[src/rtl/uart_tx_arbiter.sv]
// Round-robin arbiter that shares one m_uart_tx between N_REQ byte streams.
// An owner keeps the UART until its last byte, or until it idles LOCK_TMO cycles.
module uart_tx_arbiter #(
   parameter int N_REQ    = 4,
   parameter int LOCK_TMO = 1024
) (
   input  logic               w_clk,
   input  logic               w_rst_n,
   input  logic [N_REQ-1:0]   w_req_valid,
   input  logic [8*N_REQ-1:0] w_req_data,
   input  logic [N_REQ-1:0]   w_req_last,
   output logic [N_REQ-1:0]   r_req_ack,
   output logic               r_tx_we,
   output logic [7:0]         r_tx_data,
   input  logic               w_tx_ready,
   output logic [N_REQ-1:0]   r_grant,
   output logic               r_busy
);

   localparam int PW = (N_REQ > 1) ? $clog2(N_REQ) : 1;
   localparam int CW = $clog2(LOCK_TMO);

   typedef enum logic [1:0] {IDLE, ISSUE, WAIT_BUSY, WAIT_DONE} state_t;

   state_t           state, state_nx;
   logic             locked, locked_nx;
   logic [PW-1:0]    owner, owner_nx;
   logic [PW-1:0]    ptr, ptr_nx;
   logic [CW-1:0]    tmo, tmo_nx;
   logic             we_nx;
   logic [7:0]       data_nx;
   logic [N_REQ-1:0] ack_nx, grant_nx;

   logic [N_REQ-1:0] eligible;
   logic             found;
   logic [PW-1:0]    win;

   function automatic logic [PW-1:0] wrap_add(input logic [PW-1:0] a, input int b);
      int s;
      s = int'(a) + b;
      if (s >= N_REQ) s = s - N_REQ;
      return PW'(s);
   endfunction

   function automatic logic [N_REQ-1:0] onehot(input logic [PW-1:0] i);
      logic [N_REQ-1:0] v;
      v = '0;
      v[i] = 1'b1;
      return v;
   endfunction

   // Winner is the first eligible index at or after the pointer.
   always_comb begin
      eligible = locked ? (w_req_valid & onehot(owner)) : w_req_valid;
      found    = 1'b0;
      win      = '0;
      for (int k = 0; k < N_REQ; k++) begin
         if (!found && eligible[wrap_add(ptr, k)]) begin
            found = 1'b1;
            win   = wrap_add(ptr, k);
         end
      end
   end

   always_comb begin
      state_nx  = state;
      locked_nx = locked;
      owner_nx  = owner;
      ptr_nx    = ptr;
      tmo_nx    = '0;
      we_nx     = 1'b0;
      data_nx   = r_tx_data;
      ack_nx    = '0;
      grant_nx  = r_grant;
      case (state)
         IDLE: begin
            if (w_tx_ready) begin
               // Expiry beats an owner byte arriving in the same cycle.
               if (locked && tmo == CW'(LOCK_TMO - 1)) begin
                  locked_nx = 1'b0;
                  grant_nx  = '0;
                  ptr_nx    = wrap_add(owner, 1);
               end else if (found) begin
                  state_nx = ISSUE;
                  we_nx    = 1'b1;
                  data_nx  = w_req_data[8*win +: 8];
                  ack_nx   = onehot(win);
                  grant_nx = onehot(win);
                  owner_nx = win;
                  if (w_req_last[win]) begin
                     locked_nx = 1'b0;
                     ptr_nx    = wrap_add(win, 1);
                  end else begin
                     locked_nx = 1'b1;
                  end
               end else if (locked) begin
                  tmo_nx = tmo + 1'b1;
               end
            end
         end
         ISSUE:     state_nx = WAIT_BUSY;
         WAIT_BUSY: if (!w_tx_ready) state_nx = WAIT_DONE;
         WAIT_DONE: begin
            if (w_tx_ready) begin
               state_nx = IDLE;
               if (!locked) grant_nx = '0;
            end
         end
         default:   state_nx = IDLE;
      endcase
   end

   always_ff @(posedge w_clk) begin
      if (!w_rst_n) begin
         state     <= IDLE;
         locked    <= 1'b0;
         owner     <= '0;
         ptr       <= '0;
         tmo       <= '0;
         r_tx_we   <= 1'b0;
         r_tx_data <= '0;
         r_req_ack <= '0;
         r_grant   <= '0;
      end else begin
         state     <= state_nx;
         locked    <= locked_nx;
         owner     <= owner_nx;
         ptr       <= ptr_nx;
         tmo       <= tmo_nx;
         r_tx_we   <= we_nx;
         r_tx_data <= data_nx;
         r_req_ack <= ack_nx;
         r_grant   <= grant_nx;
      end
   end

   assign r_busy = (state != IDLE) || locked;

endmodule
[config.mk]
export PLATFORM = sky130hd
export DESIGN_NAME = uart_tx_arbiter
export DESIGN_NICKNAME = d
export VERILOG_FILES = /design/src/rtl/uart_tx_arbiter.sv
export SDC_FILE = /design/constraint.sdc
export NUM_CORES = 1
export LEC_CHECK = 0
export CAP_MARGIN = 20
export CORE_MARGIN = 2
export CORE_UTILIZATION = 47
export CTS_CLUSTER_SIZE = 24
export DETAILED_ROUTE_END_ITERATION = 12
export GPL_TIMING_DRIVEN = 0
export PLACE_DENSITY_LB_ADDON = 0.08
export SETUP_SLACK_MARGIN = 0.5
export SKIP_CTS_REPAIR_TIMING = 1
export SLEW_MARGIN = 5
export SYNTH_ARGS = -nofsm -noshare
export SYNTH_HDL_FRONTEND = slang
export SYNTH_SLANG_ARGS = --single-unit
[constraint.sdc]
create_clock -name w_clk -period 2.25 [get_ports w_clk]
set_input_delay 0.45 -clock w_clk [delete_from_list [all_inputs] [get_ports w_clk]]
set_output_delay 0.45 -clock w_clk [all_outputs]
set_load 0.01 [all_outputs]
After elaboration in Yosys (flattened, before gate mapping) --
Index checks and enable logic that the tools add are counted.
Word-level totals: register bits 34, bits in latches 0, memory bits (writable) 0, memory bits (read-only) 0, output and inout bits 18, logic and storage cells 125, memories 0
Operators by class: add/subtract/negate cells 12, multiply operators 0, divide/modulo/power cells 0, order comparisons 14, equal/unequal tests 11, shift operators 1, muxes and demuxes 48, bitwise operators 7, reduce and logical (&&, ||, !) cells 23
Operators with widths (count):
- $mux 2 | 18
- $shiftx 32x6->8 | 1
- $mux 4 | 6
- $lt 2x3->1 const B | 6
- $ge 3x3->1 const B | 5
- $mux 1 | 15
- $ne 2x2->1 const B | 6
- $sub 2x1->2 const B | 6
- $add 10x1->10 const B | 1
- $bmux 1 s2 | 5
- $eq 10x10->1 const B | 1
- $reduce_and 5->1 | 2
- $add 2x1->3 const B | 3
- $pmux 2 s4 | 1
- $pmux 4 s2 | 1
- $reduce_and 4->1 | 2
- $reduce_bool 2->1 | 4
- $add 2x2->3 const B | 2
- $logic_and 1x1->1 | 6
- $not 1->1 | 6
- $reduce_or 6->1 | 1
- $reduce_or 5->1 | 1
- $and 4x4->4 | 1
- $demux 1 s2 | 2
- 10 further kinds | 14

Longest topological paths before layout --
Gate-level depths: netlist of run 1.
word-level depth 26, gate-level depth with buffers 10

Least setup slack after synthesis of run 1 --
OpenSTA, ideal clock, no wires.
kind input port to flip-flop, from input port w_req_valid[0], to register tmo[9], arrival 1953 ps, slack 228 ps, stages on the path 6, path buffers 1, cell sequence or4_1 a21oi_1 nand2b_1 or4_1 buf_2 a21oi_1
Between the ends: cells in the longest elaborated chain, start to end 15, elaborated cells on any way between the ends 21
Ends and longest elaborated chain:
- start, declared | line 9 | input logic [N_REQ-1:0] w_req_valid,
- $and 4x4->4 | line 54 | eligible = locked ? (w_req_valid & onehot(owner)) : w_req_valid;
- $mux 4 * | line 54
- $bmux 1 s2 | line 58 | if (!found && eligible[wrap_add(ptr, k)]) begin
- $mux 1 (implied by the code) | line 58
- $mux 1 | line 58
- $logic_not 1->1 | line 58
- $logic_and 1x1->1 | line 58
- $mux 1 | line 58
- $logic_not 1->1 | line 58
- $logic_and 1x1->1 | line 58
- $mux 1 | line 58
- $logic_not 1->1 | line 58
- $logic_and 1x1->1 | line 58
- $mux 1 * | line 58
- $reduce_or 6->1 (no source line) *
- end signal, assigned | line 129 | tmo <= tmo_nx;
- end, declared | line 29 | logic [CW-1:0] tmo, tmo_nx;
Mark *: on every way between the ends. The rest lies on a longest branch, timed or not. The select of a mux whose other input is x is not followed. A chain may end at the register's enable or synchronous reset.

Final worst setup path of run 1 --
from register locked, to register ptr[1]
Between the ends: cells in the longest elaborated chain, start to end 19, elaborated cells on any way between the ends 36
Ends and longest elaborated chain:
- start, declared | line 26 | logic locked, locked_nx;
- start signal, assigned | line 126 | locked <= locked_nx;
- $mux 4 | line 54
- $bmux 1 s2 | line 58
- $mux 1 (implied by the code) | line 58
- $mux 1 | line 58
- $logic_not 1->1 | line 58
- $logic_and 1x1->1 | line 58
- $mux 1 | line 58
- $logic_not 1->1 | line 58
- [... 3 more ...]
- $logic_and 1x1->1 | line 58
- $mux 2 | line 58
- $add 2x1->3 | line 40 | s = int'(a) + b;
- $ge 3x3->1 / $sub 2x1->2 (equally long branches) | line 41 | if (s >= N_REQ) s = s - N_REQ;
- $mux 2 | line 41
- $mux 2 | line 90 | if (w_req_last[win]) begin
- $mux 2 | line 83 | end else if (found) begin
- $mux 2 | line 79 | if (locked && tmo == CW'(LOCK_TMO - 1)) begin
- end signal, assigned | line 128 | ptr <= ptr_nx;
- end, declared | line 28 | logic [PW-1:0] ptr, ptr_nx;
Parallel ways exist; a longest one is shown, timed or not. The select of a mux whose other input is x is not followed.

==> metrics.md, run 1 <==
| Metric | Value |
|---|---|
| Outcome | `finished, final reports clean` |
| Worst Path Required | `2.46 ns` |
| Crit-path cells | `buf_8 > o21ai_2 > and3_4 > a211oi_4 > nand2_4 > mux2_4 > o311ai_4 > mux2i_1` |
| Peak VDD IR | `approximately 0.59 mV` |
| Max_cap viols | `0` |
| Final nets | `369` |
| ANT nets after route | `0` |
| Mapped Area | `0.00197 mm^2` |
| Top Ports | `61` |
| Asr flop ratio synth | `0` |
| Initial Util | `0.489` |
| Worst skew pair latency | `0.29 ns` |
| Die Area | `around 0.0047 mm^2` |
| Initial antenna violation count | `0` |
| Final period utilization | `0.924` |
| Via count | `~2k` |
| Routability Congestion | `0.769` |
| Fmax | `481 MHz` |
| Reg-to-Reg Start | `locked` |
| Count of state elements after synthesis | `34` |
| Fin crit period | `2.08 ns` |
| Hold Path Class | `flop to flop` |
| Initial DRT Pass Iterations | `4` |
| Startpoint Class | `flop` |
| Synth Instances | `233` |
| DRC | `0` |
| Syn. warnings | `0` |
| Worst Setup Path Type | `flop to flop` |
| Grt total ovfl | `0` |
| Largest net degree at the start of global routing | `11` |
| GRT Resource Usage Total | `0.219` |
| Non-Filler Instances | `373` |
| Vias per cell | `5.40` |
| Setup_tns | `0 ns` |
| Max Slew Vio Count | `0` |
| Die width | `68.7 um` |
| Setup crit end kind | `flop` |
| Post-Place Setup Slack | `-0.340 ns` |
| HPWL Detailed | `3800 um` |
| Crit-path slowest cell | `o311ai_4` |
| Top Usage Layer GRT | `met2` |
| Critical path arrival | `2.29 ns` |
| Worst Path Buf+Inv | `1` |
| RSZ-0062 raised after global routing | `yes` |
| Vias in the first global route | `1689` |
| CTS tree | `yes` |
| RR Endpoint | `ptr[1]` |
| Main flop type after synthesis | `dfxtp_1` |
| Layout area overhead | `59.9%` |
| Worst slew pin tran | `0.630 ns` |
| Rows | `23` |
| R2R depth | `8` |
| Final Hold Fails | `0` |
| Routing usage on met3 | `0.0373` |
| Slew HR | `0.580` |
| Worst stage delay on the critical path | `0.35 ns` |
| Clk sinks | `34` |
| DP Cell Count | `342` |
| TritonCTS buffer count | `5` |
| Die Ht | `around 69 um` |
| Min-delay src | `r_tx_data[2]` |
| Share of cells above drive strength 1 | `0.300` |
| WL/cell | `16.0 um` |
| Fin worst setup slack | `0.172 ns` |
| WHS | `0.457 ns` |
| Detailed Route Iter0 Violations | `88` |
| LEAKAGE | `1.22 nW` |
| Syn nets | `280` |
| Critical Path Fanout Max | `7` |
| Final WL | `5960 um` |
| Setup violators final | `0` |
| Register area share after synthesis | `0.346` |
| Longest Clk Path Bufs | `2` |
| Syn_area_per_cell | `8.45 um^2` |
| Worst path top cell family by delay | `compound AO/OA/AOI/OAI gates` |
| GR Util met1 | `0.282` |
| Met2 usage | `0.363` |
| Core area | `0.00403 mm^2` |
| Hold depth | `2` |
| Root Driver | `clkbuf_8` |
| Most frequent cells in the layout | `clkdlybuf4s50_1 (54), nand2_1 (33), dfxtp_1 (25)` |
| Post-synth cell types | `53` |
| Final Skew | `roughly 0.0056 ns` |
| H-tree levels | `2` |
| # diodes | `0` |
| Flop-to-flop setup slack | `0.17 ns` |
| Commonest non-fill, non-tap cell in the layout | `clkdlybuf4s50_1` |
| PortBufs | `59` |
| Post-synth EDFFs | `0` |
| Worst Hold End | `r_tx_data[2]` |
| Clock-pin transition on the worst setup and hold timing paths | `0.07 ns` |
| Pwr Density | `between 900 and 1000 mW/mm^2` |
| First-pass GRT wire length | `approximately 7700 um` |
## per-layer routing
| layer | share of wire | vias up |
|---|---|---|
| met5 | 0 | - |
| met4 | 0.013 | 0 |
| met1 | 0.44 | 951 |
| met3 | 0.051 | 7 |
| li1 | - | 1005 |
| met2 | 0.50 | 52 |
## area by class of cell
type | count | area (um^2)
multi-input combinational | 177 | 1350
fill | 291 | 882
timing repair buffer | 81 | 773
sequential | 34 | 694
buffer | 14 | 139
clock buffer | 7 | 86.3
tap | 50 | 62.6
inverter | 9 | 33.8
clock inverter | 1 | 5.00
## where the power goes
part	total [mW]	switching [mW]	internal (mW)	leakage, nW
Clock	0.466	0.220	0.247	0.0482
Sequential	0.805	0.0808	0.724	0.281
Combinational	1.80	0.917	0.880	0.892
Total	3.07	1.22	1.85	1.22
## logic make-up after synthesis
logic type	Yosys count	synth area share
and+or+nand+nor	94	0.235
AOI/OAI and AO/OA	65	0.262
DFF	34	0.346
buffers and inverters	23	0.0617
xor gates and xnor gates	7	0.0312
muxes	6	0.0394
adders and majority gates	4	0.0254
## Yosys cell counts, drive strengths merged, types with 4 or more instances
| cell | instances | area, um^2 |
|---|---|---|
| xnor2 | 4 | 35.0 |
| dfxtp | 34 | 681 |
| nand2b | 5 | 33.8 |
| a21boi | 10 | 75.1 |
| nor2 | 25 | 93.8 |
| inv | 9 | 33.8 |
| a21oi | 23 | 123 |
| ha | 4 | 50.1 |
| mux2i | 4 | 40.0 |
| nand3 | 7 | 40.0 |
| a311o | 8 | 80.1 |
| nor4 | 5 | 46.3 |
| buf | 8 | 63.8 |
| nand2 | 35 | 134 |
| a211oi | 11 | 95.1 |
| nor3 | 4 | 20.0 |
| clkbuf | 6 | 23.8 |
## state kept, by name, indices dropped and copies added (netlist names)
name,cells
tmo,10
r_grant,4
locked,1
ptr,2
r_req_ack,4
r_tx_we,1
r_tx_data,8
state,2
owner,2
## how the worst max path moves through the flow
stage	from	endpoint	slack (ns)	cells past startpoint
after floorplan	w_req_valid[0]	tmo[9]	0.35	6
after global placement	w_req_valid[0]	owner[1]	-0.30	9
after detailed placement	w_req_valid[3]	ptr[1]	-0.34	7
after CTS	w_req_valid[3]	ptr[1]	-0.04	7
after global routing	locked	ptr[1]	0.08	8
final	locked	ptr[1]	0.17	8
## metrics by stage
step	instance area (um^2)	util	total power, mW
3_5_place_dp	2670	0.663	2.15
2_1_floorplan	2020	-	1.70
5_1_grt	3150	0.781	3.23
4_1_cts	2760	0.686	2.62
6_report	3150	0.781	3.07
3_3_place_gp	2670	0.663	2.13
## worst reg2reg max path: stages, from the launching register on
cell and delay, ns:
dfxtp_2 0.33, buf_8 0.11, o21ai_2 0.06, and3_4 0.16, a211oi_4 0.33, nand2_4 0.11
mux2_4 0.33, o311ai_4 0.35, mux2i_1 0.22
Note: power is estimated with default switching activity, not from simulation.
==> run 2: changes to the inputs <==
--- a/config.mk
+++ b/config.mk
@@ -11,10 +11,11 @@
 export CTS_CLUSTER_SIZE = 24
 export DETAILED_ROUTE_END_ITERATION = 12
 export GPL_TIMING_DRIVEN = 0
-export PLACE_DENSITY_LB_ADDON = 0.08
+export PLACE_DENSITY = 0.8
 export SETUP_SLACK_MARGIN = 0.5
 export SKIP_CTS_REPAIR_TIMING = 1
 export SLEW_MARGIN = 5
 export SYNTH_ARGS = -nofsm -noshare
 export SYNTH_HDL_FRONTEND = slang
 export SYNTH_SLANG_ARGS = --single-unit
+export TNS_END_PERCENT = 5
==> run 2 against run 1 <==
  * Combinational power decreased by 17%
  * Die area stayed put
  * Sequential share of layout area grew 1.6 points
  * Wire length is 7.8% lower
  * Flip-flop and latch count did not move
  * Setup slack worse by 0.072 ns
  * Critical path depth decreased by 3
  * Non-clock buffer count fell by 12
  * Clock skew increased by 0.0035 ns
  * Clock-buffer cell count unchanged
  * Cell count decreased by 3.5%
  * Final area is 7.6% lower
  * Critical path type is now flop to output port
  * Largest power group unchanged
==> metrics.md, run 2 (synthesized netlist as in run 1, its figures left out) <==
| Metric | Value |
|---|---|
| Outcome | `finished, final reports clean` |
| DP Cell Count | `342` |
| TritonCTS buffer count | `5` |
| GRT Resource Usage Total | `0.224` |
| Longest Clk Path Bufs | `2` |
| Peak VDD IR | `0.597 mV` |
| Worst Setup Path Type | `flop to output port` |
| First-pass GRT wire length | `7820 um` |
| Initial DRT Pass Iterations | `4` |
| Worst slew pin tran | `0.432 ns` |
| Setup crit end kind | `output port` |
| Initial antenna violation count | `0` |
| Grt total ovfl | `0` |
| HPWL Detailed | `3900 um` |
| Die Area | `0.00472 mm^2` |
| Die Ht | `approximately 69 um` |
| Max Slew Vio Count | `0` |
| Max_cap viols | `0` |
| Non-Filler Instances | `360` |
| Final period utilization | `0.956` |
| Top reg by flops | `tmo` |
| Via count | `around 2.0k` |
| LEAKAGE | `approximately 1.1 nW` |
| Cell internal pwr | `1.68 mW` |
| # diodes | `0` |
| ANT nets after route | `0` |
| Final WL | `~5500 um` |
| Final Hold Fails | `0` |
| Clock-pin transition on the worst setup and hold timing paths | `approximately 0.07 ns` |
| Net Switching | `about 1.1 mW` |
| Share of cells above drive strength 1 | `0.194` |
| Routability Congestion | `0.802` |
| Worst skew pair latency | `just under 0.3 ns` |
| Number of flip-flops under the largest register name | `10` |
| Critical path arrival | `between 1.5 and 2 ns` |
| Comb power frac | `0.541` |
| Hold Path Class | `flop to flop` |
| Fmax | `465 MHz` |
| Power Total | `2.75 mW` |
| CTS tree | `yes` |
| Core area | `about 0.0040 mm^2` |
| Die width | `68.7 um` |
| RSZ-0062 raised after global routing | `yes` |
| Layout area overhead | `47.7%` |
| Final Skew | `0.00912 ns` |
| Most frequent cells in the layout | `clkdlybuf4s50_1 (55), nand2_1 (34), dfxtp_1 (31)` |
| WL/cell | `15.3 um` |
| Critical Path Fanout Max | `7` |
| Setup violators final | `0` |
| Worst Path Required | `1.80 ns` |
| Root Driver | `clkbuf_8` |
| Final nets | `~360` |
| Slew HR | `0.712` |
| Vias in the first global route | `roughly 1.7k` |
| Fin crit period | `2.15 ns` |
| Clk pwr share | `0.167` |
| H-tree levels | `2` |
| Startpoint Class | `flop` |
| Pwr Density | `945 mW/mm^2` |
| Detailed Route Iter0 Violations | `94` |
| Largest net degree at the start of global routing | `11` |
| Final instance area | `roughly 0.0029 mm^2` |
| Top Ports | `61` |
| Commonest non-fill, non-tap cell in the layout | `clkdlybuf4s50_1` |
| Area after DPL | `0.00265 mm^2` |
| Switching Share | `0.389` |
| DRC | `0` |
| Rows | `23` |
| PortBufs | `between 50 and 60` |
| Vias per cell | `5.42` |
| Clk sinks | `34` |
| Largest regs | `tmo: 10 flops, r_tx_data: 8 flops` |
| Register share of total power | `0.292` |
| Initial Util | `0.489` |
| WHS | `0.457 ns` |
-- run 2: cell count changes in the layout (fill, tap and decap cells not counted), moves of 3 or more --
cell / before / now
buf_6: 11 / 5
nor3_2: 3 / 0
a21oi_2: 8 / 3
dfxtp_2: 8 / 1
clkbuf_2: 1 / 4
a211oi_1: 6 / 9
dfxtp_1: 25 / 31
a21boi_0: 4 / 7
a21boi_1: 5 / 2
a21oi_1: 14 / 19
buf_4: 19 / 12
nor3_1: 1 / 4
-- run 2: layout make-up --
cell class,count,area (um^2)
clock inverters,1,5.00
repair buffers,69,676
clock buffers,7,86.3
fillers,320,1120
inverters,9,36.3
flip-flops and latches,34,689
well taps,50,62.6
plain buffers,14,104
multi-input cells,176,1250
-- run 2: worst max-delay path, stage by stage, from the launching register on --
cell,delay (ns)
dfxtp_1,0.36
inv_1,0.07
ha_1,0.19
clkbuf_2,0.17
nand2_1,0.09
clkdlybuf4s50_1,0.53
-- run 2: through the flow --
step	worst slack, ns	util	setup TNS (ns)
3_5_place_dp	-0.420	0.657	-8.77
3_3_place_gp	-0.389	0.657	-7.54
6_report	0.100	0.722	0
2_1_floorplan	0.349	-	0
5_1_grt	-0.0241	0.722	-0.0299
4_1_cts	-0.137	0.679	-0.709
-- run 2: power by group through the flow --
stage,logic (mW),clock network [mW],registers (mW)
final,1.49,0.459,0.802
after detailed placement,1.32,0,0.807
after floorplan,0.838,0,0.826
after CTS,1.32,0.461,0.795
after global placement,1.29,0,0.802
after global routing,1.60,0.488,0.817
-- run 2: worst paths after layout --
path                startpoint            to  slack, ns  cells after the start
hold / removal    r_tx_data[7]  r_tx_data[7]       0.46                      2
setup / recovery      state[0]        r_busy        0.1                      5
hold reg to reg   r_tx_data[7]  r_tx_data[7]       0.46                      2
setup reg to reg        locked        ptr[0]       0.13                      8
-- run 2: layer usage --
layer,wire length [um],global-route usage,vias up
met5,0,0,-
met4,76,0.0760,0
met3,178,0.0390,7
met2,2840,0.409,48
met1,2400,0.262,910
li1,-,-,985
==> run 3: changes to the inputs <==
--- a/config.mk
+++ b/config.mk
@@ -6,6 +6,7 @@
 export NUM_CORES = 1
 export LEC_CHECK = 0
 export CAP_MARGIN = 20
+export CORE_ASPECT_RATIO = 1.4
 export CORE_MARGIN = 2
 export CORE_UTILIZATION = 47
 export CTS_CLUSTER_SIZE = 24
==> run 3 against run 2 <==
  * The flow now finishes with violations (design-rule violations)
  * Clock-buffer cell count decreased by 1
  * Final area is 0.86% lower
  * Sequential power decreased by 0.6%
  * Combinational power about the same
  * Sequential share of layout area hardly changed
  * Clock power is 3% higher
  * Via count fell by 0.56%
  * Flip-flop and latch count unchanged
  * Die area rose by 0.15%
  * Global-route usage fell by 0.42 points
  * Core utilization rose by 0.14 points
  * Setup slack gained 0.015 ns
  * Critical endpoint is now ptr[0]
  * Highest routed layer unchanged
==> metrics.md, run 3 (synthesized netlist as in run 1, its figures left out) <==
| Metric | Value |
|---|---|
| Startpoint Class | `flop` |
| Clk sinks | `34` |
| Die Area | `0.00473 mm^2` |
| Slew HR | `0.696` |
| Filler cell count | `about 320` |
| RSZ-0062 raised after global routing | `yes` |
| # diodes | `0` |
| TritonCTS buffer count | `5` |
| Final Skew | `0.00238 ns` |
| Hold Path Class | `flop to flop` |
| Max Slew Vio Count | `0` |
| Peak VDD IR | `0.586 mV` |
| Final period utilization | `0.949` |
| Worst Setup Path Type | `flop to flop` |
| LEAKAGE | `1.14 nW` |
| Share of cells above drive strength 1 | `0.188` |
| Outcome | `finished, violations left` |
| Layout area overhead | `46.5%` |
| Critical Path Fanout Max | `8` |
| GRT Resource Usage Total | `0.220` |
| Top Ports | `61` |
| First-pass GRT wire length | `8010 um` |
| Worst Path Required | `about 2.5 ns` |
| Initial DRT Pass Iterations | `8` |
| Vias per cell | `5.52` |
| Final Util | `0.723` |
| Commonest non-fill, non-tap cell in the layout | `clkdlybuf4s50_1` |
| Largest regs | `tmo: 10 flops, r_tx_data: 8 flops` |
| Critical path arrival | `around 2.4 ns` |
| Initial Util | `0.494` |
| Worst skew pair latency | `0.29 ns` |
| Die Ht | `80.6 um` |
| Vias in the first global route | `1849` |
| Die width | `58.7 um` |
| H-tree levels | `2` |
| CTS tree | `yes` |
| PortBufs | `59` |
| Failing checks | `design-rule violations` |
| Initial antenna violation count | `0` |
| Area after DPL | `0.00264 mm^2` |
| Root Driver | `clkbuf_8` |
| Pwr Density | `950 mW/mm^2` |
| Clock-pin transition on the worst setup and hold timing paths | `0.07 ns` |
| Max_cap viols | `0` |
| Grt total ovfl | `0` |
| Core area | `0.00399 mm^2` |
| Most frequent cells in the layout | `clkdlybuf4s50_1 (54), nand2_1 (34), dfxtp_1 (31)` |
| Top reg by flops | `tmo` |
| DRC | `1` |
| Setup crit end kind | `flop` |
| ANT nets after route | `0` |
| Final Hold Fails | `0` |
| Final instance area | `approximately 0.0029 mm^2` |
| WL/cell | `14.6 um` |
| Worst slew pin tran | `0.455 ns` |
| HPWL Detailed | `3730 um` |
| Detailed Route Iter0 Violations | `between 70 and 80` |
| Longest Clk Path Bufs | `2` |
| Routability Congestion | `around 0.79` |
| Via count | `1939` |
| Final nets | `approximately 350` |
| Rows | `27` |
| Fmax | `468 MHz` |
| WHS | `approximately 0.46 ns` |
| Largest net degree at the start of global routing | `12` |
| Fin crit period | `roughly 2.1 ns` |
| Setup violators final | `0` |
| Number of flip-flops under the largest register name | `10` |
| Final WL | `5140 um` |
[run 3: changes by cell type in the layout (fill, tap and decap cells not counted), sizes merged]
cell / before / now
buf: 18 / 16
clkbuf: 13 / 12
clkdlybuf4s50: 55 / 54
clkinvlp: 0 / 1
dlymetal6s2s: 4 / 5
[run 3: power breakdown]
| group | total [mW] | leakage [nW] | internal [mW] | switching, mW |
|---|---|---|---|---|
| logic | 1.47 | 0.811 | 0.703 | 0.765 |
| registers | 0.797 | 0.278 | 0.716 | 0.0809 |
| clock network | 0.474 | 0.0472 | 0.246 | 0.228 |
| total | 2.74 | 1.14 | 1.67 | 1.07 |
[run 3: through the flow]
stage	power, mW	worst slack (ns)	TNS [ns]	instances
finish	2.74	0.115	0	351
global placement	2.08	-0.388	-7.28	335
floorplan	1.66	0.349	0	233
detailed placement	2.11	-0.422	-8.12	335
CTS	2.59	-0.135	-0.620	343
global route	2.91	0.0117	0	351
[run 3: critical path: stages (launching register included)]
cell      delay [ns]
dfxtp_2         0.33
buf_6           0.13
o21ai_2         0.06
and3_4          0.19
a211oi_4        0.35
nand2_4         0.12
mux2_4          0.33
o311ai_4        0.34
mux2i_1         0.21
[run 3: worst paths after layout]
path,startpoint,to,slack (ns),depth (start not counted)
hold reg to reg,r_tx_data[2],r_tx_data[2],0.46,2
setup reg to reg,locked,ptr[0],0.11,8
setup / recovery,locked,ptr[0],0.11,8
hold / removal,r_tx_data[2],r_tx_data[2],0.46,2
[run 3: final cells by class]
cell class / instances / area [um^2] / share of cell area
timing repair buffer: 67 / 663 / 0.230
buffer: 14 / 106 / 0.0369
tap: 43 / 53.8 / 0.0187
multi-input combinational: 176 / 1250 / 0.432
sequential: 34 / 684 / 0.237
clock buffer: 6 / 82.6 / 0.0286
clock inverter: 2 / 12.5 / 0.00434
inverter: 9 / 33.8 / 0.0117
[run 3: per-layer routing]
layer | part of all wire | vias to the layer above | GRT usage
li1 | - | 977 | -
met1 | 0.40 | 908 | 0.241
met2 | 0.53 | 46 | 0.391
met3 | 0.046 | 8 | 0.0531
met4 | 0.016 | 0 | 0.0955
met5 | 0 | - | 0
